--- config.mk ---
export PLATFORM = sky130hd
export DESIGN_NAME = pc_branch_unit_flat
export DESIGN_NICKNAME = d
export VERILOG_FILES = /design/src/rtl/pc_branch_pkg.sv /design/src/rtl/pc_branch_unit_if.sv /design/src/rtl/pc_target_table.sv /design/src/rtl/pc_branch_unit.sv /design/src/flat_wrapper.sv
export SDC_FILE = /design/constraint.sdc
export NUM_CORES = 1
export LEC_CHECK = 0
export BUFFER_PORTS_ARGS = -buffer_cell sky130_fd_sc_hd__buf_2
export CAP_MARGIN = 20
export CORE_ASPECT_RATIO = 0.5
export CORE_MARGIN = 5
export CORE_UTILIZATION = 53
export CTS_CLUSTER_SIZE = 28
export DETAILED_ROUTE_END_ITERATION = 12
export HOLD_SLACK_MARGIN = 0.12
export MAX_ROUTING_LAYER = met4
export PLACE_DENSITY = 0.77
export SKIP_CTS_REPAIR_TIMING = 1
export SYNTH_ARGS = -nofsm -noshare
export SYNTH_HDL_FRONTEND = slang
export SYNTH_HIERARCHICAL = 1
export SYNTH_SLANG_ARGS = --single-unit
export TNS_END_PERCENT = 1
--- constraint.sdc ---
create_clock -name Clk -period 2.8 [get_ports Clk]
set_input_delay 0.28 -clock Clk [delete_from_list [all_inputs] [get_ports Clk]]
set_output_delay 0.28 -clock Clk [all_outputs]
set_load 0.05 [all_outputs]
--- src/rtl/pc_branch_pkg.sv ---
// pc_branch_pkg: shared types and reset constants for the PC / branch-target unit.
// Latency: n/a (types, constants and one helper function only).
// Backpressure: n/a.
// Contents: FSM state enum, next-PC select enum, branch-table reset values.
package pc_branch_pkg;

  typedef enum logic {
    RUN  = 1'b0,
    HALT = 1'b1
  } pc_state_t;

  typedef enum logic [2:0] {
    SEL_START,
    SEL_HOLD,
    SEL_JUMP,
    SEL_BRANCH,
    SEL_INC
  } pc_sel_t;

  // Power-on contents of the branch-target table (two's-complement offsets).
  localparam int TBL_RST_E0 = -5;
  localparam int TBL_RST_E1 = 20;
  localparam int TBL_RST_E2 = -1;

  // Reset value of table entry idx; entries past the defaults are zero.
  function automatic int tbl_reset_value(input int idx);
    case (idx)
      0:       return TBL_RST_E0;
      1:       return TBL_RST_E1;
      2:       return TBL_RST_E2;
      default: return 0;
    endcase
  endfunction

endpackage

--- src/rtl/pc_branch_unit_if.sv ---
// pc_branch_unit_if: control, table-write and status bundle of the PC / branch unit.
// Latency: n/a (wires only).
// Backpressure: none; every control is a single-cycle strobe sampled on the clock edge.
// master: drives start/halt/jump/branch/taken/lut_addr/wr_*, observes pc/target/halted/fault.
// slave : the PC unit itself.
interface pc_branch_unit_if #(
  parameter int D  = 12,
  parameter int LA = 2
);
  logic          start;
  logic          halt;
  logic          jump;
  logic          branch;
  logic          taken;
  logic [LA-1:0] lut_addr;
  logic          wr_en;
  logic [LA-1:0] wr_addr;
  logic [D-1:0]  wr_data;
  logic [D-1:0]  pc;
  logic [D-1:0]  target;
  logic          halted;
  logic          fault;

  modport master (
    output start, halt, jump, branch, taken, lut_addr, wr_en, wr_addr, wr_data,
    input  pc, target, halted, fault
  );

  modport slave (
    input  start, halt, jump, branch, taken, lut_addr, wr_en, wr_addr, wr_data,
    output pc, target, halted, fault
  );
endinterface

--- src/rtl/pc_target_table.sv ---
// pc_target_table: 2**LA x D branch-target register file, one write port, one async read port.
// Latency: write lands at the clock edge; read is combinational from the registers.
// Backpressure: none; writes are accepted every cycle in every FSM state.
// Ports: Clk, Reset (async, active-high), i_wr_en/i_wr_addr/i_wr_data, i_rd_addr -> o_rd_data.
module pc_target_table
  import pc_branch_pkg::*;
#(
  parameter int D  = 12,
  parameter int LA = 2
) (
  input  logic          Clk,
  input  logic          Reset,
  input  logic          i_wr_en,
  input  logic [LA-1:0] i_wr_addr,
  input  logic [D-1:0]  i_wr_data,
  input  logic [LA-1:0] i_rd_addr,
  output logic [D-1:0]  o_rd_data
);

  localparam int N = 2 ** LA;

  logic [D-1:0] r_tbl [N];

  // Reset has priority over a write presented in the same cycle.
  always_ff @(posedge Clk or posedge Reset) begin
    if (Reset) begin
      for (int i = 0; i < N; i++) begin
        r_tbl[i] <= D'(tbl_reset_value(i));
      end
    end else if (i_wr_en) begin
      r_tbl[i_wr_addr] <= i_wr_data;
    end
  end

  // Combinational read: a same-cycle write is seen only after the edge.
  assign o_rd_data = r_tbl[i_rd_addr];

endmodule

--- src/rtl/pc_branch_unit.sv ---
// pc_branch_unit: fetch-stage program counter with a writable branch-target table and RUN/HALT FSM.
// Latency: controls sampled at edge N, new pc visible after edge N; target is combinational.
// Backpressure: none; halt (or a bounds fault) freezes the PC until start.
// Ports: Clk, Reset (async, active-high), bus (pc_branch_unit_if.slave).
// Optional feature: define PC_BOUNDS_EN to hold the PC, raise sticky fault and HALT
// whenever the computed next PC reaches PROG_DEPTH.
module pc_branch_unit
  import pc_branch_pkg::*;
#(
  parameter int           D          = 12,
  parameter int           LA         = 2,
  parameter logic [D-1:0] START_PC   = '0,
  parameter int           PROG_DEPTH = 2 ** D
) (
  input  logic             Clk,
  input  logic             Reset,
  pc_branch_unit_if.slave  bus
);

  // PROG_DEPTH must be a reachable-or-just-past-the-end address.
  if (PROG_DEPTH < 1 || PROG_DEPTH > 2 ** D) begin : g_bad_prog_depth
    $error("pc_branch_unit: PROG_DEPTH out of range");
  end

  pc_state_t    r_state;
  pc_state_t    w_state_nxt;
  pc_sel_t      w_sel;
  logic [D-1:0] r_pc;
  logic [D-1:0] w_target;
  logic [D-1:0] w_calc_pc;
  logic [D-1:0] w_pc_nxt;
  logic         w_bound_hit;
  logic         w_halted;

  pc_target_table #(
    .D  (D),
    .LA (LA)
  ) u_table (
    .Clk       (Clk),
    .Reset     (Reset),
    .i_wr_en   (bus.wr_en),
    .i_wr_addr (bus.wr_addr),
    .i_wr_data (bus.wr_data),
    .i_rd_addr (bus.lut_addr),
    .o_rd_data (w_target)
  );

  // Next-PC source, highest priority first. A branch with taken=0 falls to increment.
  always_comb begin
    w_sel = SEL_INC;
    if (bus.start) begin
      w_sel = SEL_START;
    end else if (bus.halt || r_state == HALT) begin
      w_sel = SEL_HOLD;
    end else if (bus.jump) begin
      w_sel = SEL_JUMP;
    end else if (bus.branch && bus.taken) begin
      w_sel = SEL_BRANCH;
    end
  end

  // Candidate PC for the advancing cases; all arithmetic wraps modulo 2**D.
  always_comb begin
    w_calc_pc = r_pc + D'(1);
    case (w_sel)
      SEL_JUMP:   w_calc_pc = w_target;
      SEL_BRANCH: w_calc_pc = r_pc + w_target;
      default:    w_calc_pc = r_pc + D'(1);
    endcase
  end

`ifdef PC_BOUNDS_EN
  localparam logic [D:0] PROG_LIMIT = (D+1)'(PROG_DEPTH);

  logic w_advance;
  logic r_fault;

  assign w_advance   = (w_sel == SEL_JUMP) || (w_sel == SEL_BRANCH) || (w_sel == SEL_INC);
  assign w_bound_hit = w_advance && ({1'b0, w_calc_pc} >= PROG_LIMIT);

  // Sticky until start or Reset; start wins over a same-cycle hit (start never advances).
  always_ff @(posedge Clk or posedge Reset) begin
    if (Reset) begin
      r_fault <= 1'b0;
    end else if (bus.start) begin
      r_fault <= 1'b0;
    end else if (w_bound_hit) begin
      r_fault <= 1'b1;
    end
  end

  assign bus.fault = r_fault;
`else
  assign w_bound_hit = 1'b0;
  assign bus.fault   = 1'b0;
`endif

  always_comb begin
    w_pc_nxt = r_pc;
    case (w_sel)
      SEL_START: w_pc_nxt = START_PC;
      SEL_HOLD:  w_pc_nxt = r_pc;
      default:   w_pc_nxt = w_bound_hit ? r_pc : w_calc_pc;
    endcase
  end

  always_ff @(posedge Clk or posedge Reset) begin
    if (Reset) begin
      r_pc <= START_PC;
    end else begin
      r_pc <= w_pc_nxt;
    end
  end

  // FSM: state register.
  always_ff @(posedge Clk or posedge Reset) begin
    if (Reset) begin
      r_state <= RUN;
    end else begin
      r_state <= w_state_nxt;
    end
  end

  // FSM: next state. start always returns to RUN; HALT is otherwise absorbing.
  always_comb begin
    w_state_nxt = r_state;
    if (bus.start) begin
      w_state_nxt = RUN;
    end else if (r_state == RUN && (bus.halt || w_bound_hit)) begin
      w_state_nxt = HALT;
    end
  end

  // FSM: outputs.
  always_comb begin
    w_halted = 1'b0;
    if (r_state == HALT) begin
      w_halted = 1'b1;
    end
  end

  assign bus.pc     = r_pc;
  assign bus.target = w_target;
  assign bus.halted = w_halted;

endmodule

--- src/flat_wrapper.sv ---
// flat-port wrapper written by rule: the top's interface ports become plain ports
module pc_branch_unit_flat import pc_branch_pkg::*;
#(
  parameter int           D          = 12,
  parameter int           LA         = 2,
  parameter logic [D-1:0] START_PC   = '0,
  parameter int           PROG_DEPTH = 2 ** D
)
  (Clk, Reset, bus_start, bus_halt, bus_jump, bus_branch, bus_taken, bus_lut_addr, bus_wr_en, bus_wr_addr, bus_wr_data, bus_pc, bus_target, bus_halted, bus_fault);
  pc_branch_unit_if #(.D(D), .LA(LA)) bus_i ();
  input  logic Clk;
  input  logic Reset;
  input wire logic [$bits(bus_i.start)-1:0] bus_start;
  input wire logic [$bits(bus_i.halt)-1:0] bus_halt;
  input wire logic [$bits(bus_i.jump)-1:0] bus_jump;
  input wire logic [$bits(bus_i.branch)-1:0] bus_branch;
  input wire logic [$bits(bus_i.taken)-1:0] bus_taken;
  input wire logic [$bits(bus_i.lut_addr)-1:0] bus_lut_addr;
  input wire logic [$bits(bus_i.wr_en)-1:0] bus_wr_en;
  input wire logic [$bits(bus_i.wr_addr)-1:0] bus_wr_addr;
  input wire logic [$bits(bus_i.wr_data)-1:0] bus_wr_data;
  output wire logic [$bits(bus_i.pc)-1:0] bus_pc;
  output wire logic [$bits(bus_i.target)-1:0] bus_target;
  output wire logic [$bits(bus_i.halted)-1:0] bus_halted;
  output wire logic [$bits(bus_i.fault)-1:0] bus_fault;
  assign bus_i.start = bus_start;
  assign bus_i.halt = bus_halt;
  assign bus_i.jump = bus_jump;
  assign bus_i.branch = bus_branch;
  assign bus_i.taken = bus_taken;
  assign bus_i.lut_addr = bus_lut_addr;
  assign bus_i.wr_en = bus_wr_en;
  assign bus_i.wr_addr = bus_wr_addr;
  assign bus_i.wr_data = bus_wr_data;
  assign bus_pc = bus_i.pc;
  assign bus_target = bus_i.target;
  assign bus_halted = bus_i.halted;
  assign bus_fault = bus_i.fault;
  pc_branch_unit #(.D(D), .LA(LA), .START_PC(START_PC), .PROG_DEPTH(PROG_DEPTH)) u_core (.Clk(Clk), .Reset(Reset), .bus(bus_i));
endmodule
==> impl_results.md <==
- Commonest non-fill, non-tap cells in the layout: buf_2 (48), dfrtp_1 (36), mux2_2 (28)
- Mapped Cells: 255
- Global Route Usage Sum: 0.214
- Lkg Pwr: 1.89 nW
- Power Internal: 2.01 mW
- Iteration-0 DRC count of the detailed router: 153
- CP Capture Type: flop
- EDFF count, synth: 0
- Tcrit/Tclk final: 0.971
- Pwr dens: 718 nW/um^2
- Clk pin slew, worst setup/hold paths: 0.06 ns
- Slew Viols, Final: 0
- DP Area: 3810 um^2
- DIE HEIGHT: 66.6 um
- Antenna Nets Post-Route: 0
- Maximum clock rate: 0.368 GHz
- Synth Cell Area: 3390 um^2
- Ys Warns: 6
- Cell variety after synth: 44
- Core Box Area: 6130 um^2
- Residual DRC: 0
- Rel. slew slack: 0.342
- Post-Syn Nets: 291
- Die X: 123 um
- Initial antenna violation count: 0
- Post-synthesis average cell area: 13.3 um^2
- DP Wirelength: 5530 um
- Clock Skew: 0.0101 ns
- Filler cells: 423
- Wire per inst: 19.0 um
- Cell area after layout: 4160 um^2
- Num CTS Buffers: 9
- Vias/cell: 5.57
- Simple-Gate Fraction of Synth Area: 0.0934
- Clk pwr share: 0.348
- Max FO, Critical Path: 2
- Commonest non-fill, non-tap cell in the layout: buf_2
- Sink Count: 61
- Area grow syn2layout: 22.6%
- Final Hold Viols: 0
- # diodes: 0
- Worst Path Arrival: 2.92 ns
- Synth Area in Adders: 0.0465
- Total net switching power: 0.971 mW
- Via count: 2321
- Cell row count: 20
- RSZ-0062 raised after global routing: yes
- Skew-Pair Late Insertion Delay: 0.33 ns
- Critical setup path kind: flop to flop
- CTS H-tree lvls: 3
- Final net count: 360
- Logic pwr share: 0.261
- Met3 wire len: 410 um
- Seq/Total Area, Yosys: 0.460
- Die ar.: 8190 um^2
- Max-Cap Viols: 0
- Initial core utilization: 0.553
- Hold Path Class: input pin to flop
- Port Buffers: 48
- Longest Clk Path Bufs: 2
- WL final: 7920 um
- Critical Path Start Type: flop
- Switching portion of total power: 0.326
- GP Congestion: 0.888
- Vias in the first global route: 2470
- Uppermost routed layer: met4
- Share of cells above drive strength 1: 0.568
- Multiplexer share of the synthesized area: 0.270
- Largest family of logic cells by synthesized area: multiplexers
- First-pass GRT wire length: 12800 um
- Dominant synthesized flop cell: dfrtp_1
- Root Buffer: clkbuf_16
- Maximum vdd drop: 0.336 mV
- DR WL met2: 3830 um
- I/O pin count: 50
- Router iterations before antenna repair: 4
- Critical path data required time: 3.00 ns
- Post-synthesis xor/xnor area fraction: 0.0203
- Status: completed
- CTS tree: built
- Final setup violation count: 0
- Ys async rst share: 1.00
- Synth Register Bits: 61
- Final Critical Period: 2.72 ns
- Sequential Power Share: 0.391
- Hold_ws: 0.225 ns
- Measured slew at the worst slew-check pin: 0.983 ns
- Largest net degree at the start of global routing: 49
- Total congestion overflow: 0
- Compound-Gate Fraction of Synth Area: 0.0753
- Routed met1 length: 3670 um
==> stage by stage <==
stage	util	instances	setup slack, ns	total power, mW	setup TNS, ns
2_1_floorplan	-	255	-0.0110	1.71	-0.0110
3_3_place_gp	0.621	400	-0.0338	1.90	-0.0598
3_5_place_dp	0.621	400	-0.115	1.94	-0.218
4_1_cts	0.667	416	-0.0495	2.99	-0.0495
5_1_grt	0.678	417	-0.0113	3.09	-0.0158
6_report	0.678	417	0.0821	2.98	0
==> routing by layer <==
layer  track usage  vias up
met5             -        -
met4        0.0579        0
met3        0.0441        2
met2         0.346       65
met1         0.280     1170
li1              -     1084
==> critical path: stages (launching register included) <==
cell and delay (ns):
dfrtp_1 0.38, mux4_2 0.52, or3_4 0.40, ha_4 0.17, inv_2 0.05, fa_2 0.21, nor2b_2 0.06, o2111ai_2 0.22
a31oi_2 0.15, a41oi_2 0.17, xor2_1 0.18, o21ai_1 0.09
==> registers in the layout (all words and copies together) (netlist names) <==
register / cells
u_core/r_state: 1
u_core/bus.pc: 12
u_core/u_table/r_tbl: 48
==> cell type report <==
cell class,instances,area [um^2],area share
Inverter,6,22.5,0.00542
Sequential cell,61,1560,0.375
Timing Repair Buffer,70,408,0.0982
Tap cell,88,110,0.0265
Clock inverter,7,57.6,0.0139
Clock buffer,9,225,0.0542
Multi-Input combinational cell,176,1770,0.427
==> worst paths after layout <==
kind | from | end | slack (ns) | cells past startpoint
setup / recovery | u_core/u_table/r_tbl[24] | u_core/bus.pc[10] | 0.08 | 11
hold / removal | bus_wr_data[0] | u_core/u_table/r_tbl[36] | 0.22 | 2
setup reg to reg | u_core/u_table/r_tbl[24] | u_core/bus.pc[10] | 0.08 | 11
hold reg to reg | u_core/u_table/r_tbl[35] | u_core/u_table/r_tbl[35] | 0.51 | 1
max in group asynchronous | Reset | u_core/u_table/r_tbl[31] | 1.73 | 4
min in group asynchronous | Reset | u_core/bus.pc[0] | 0.58 | 3
==> cells by family (layout without fill, tap and decap cells) <==
group	after synthesis	count (layout)
other	1	1
AND/OR/NAND/NOR	55	55
XOR/XNOR	7	7
flip-flops	61	61
AO/OA/AOI/OAI	38	38
multiplexers	63	63
adder cells (fa/ha/maj)	12	12
buffers and inverters	18	92
==> power groups by stage <==
| stage | clock [mW] | combinational, mW | sequential, mW |
|---|---|---|---|
| CTS | 1.06 | 0.769 | 1.16 |
| global placement | 0 | 0.747 | 1.16 |
| detailed placement | 0 | 0.762 | 1.17 |
| finish | 1.04 | 0.778 | 1.17 |
| global route | 1.09 | 0.819 | 1.18 |
| floorplan | 0 | 0.513 | 1.19 |
==> cells in the mapped netlist (2+ instances only) <==
cell type / number / area (um^2)
mux4_2: 12 / 270
mux2_2: 28 / 315
nor2b_1: 3 / 18.8
buf_6: 5 / 56.3
nor2_1: 9 / 33.8
a41oi_1: 2 / 17.5
a32oi_1: 8 / 70.1
and2_1: 9 / 56.3
nand3_1: 4 / 20.0
dfrtp_1: 36 / 901
o21ai_0: 11 / 55.1
mux2i_1: 3 / 30.0
nand2b_1: 3 / 18.8
buf_4: 2 / 15.0
inv_1: 6 / 22.5
or3_1: 2 / 12.5
xor2_1: 5 / 43.8
nand3b_1: 2 / 15.0
nor3_1: 3 / 15.0
ha_1: 11 / 138
dfstp_2: 25 / 657
mux2_4: 20 / 300
a31oi_1: 2 / 12.5
nand2_1: 14 / 52.6
a21oi_1: 8 / 40.0
clkbuf_1: 4 / 15.0
No activity file was read; power rests on OpenSTA's default activity.
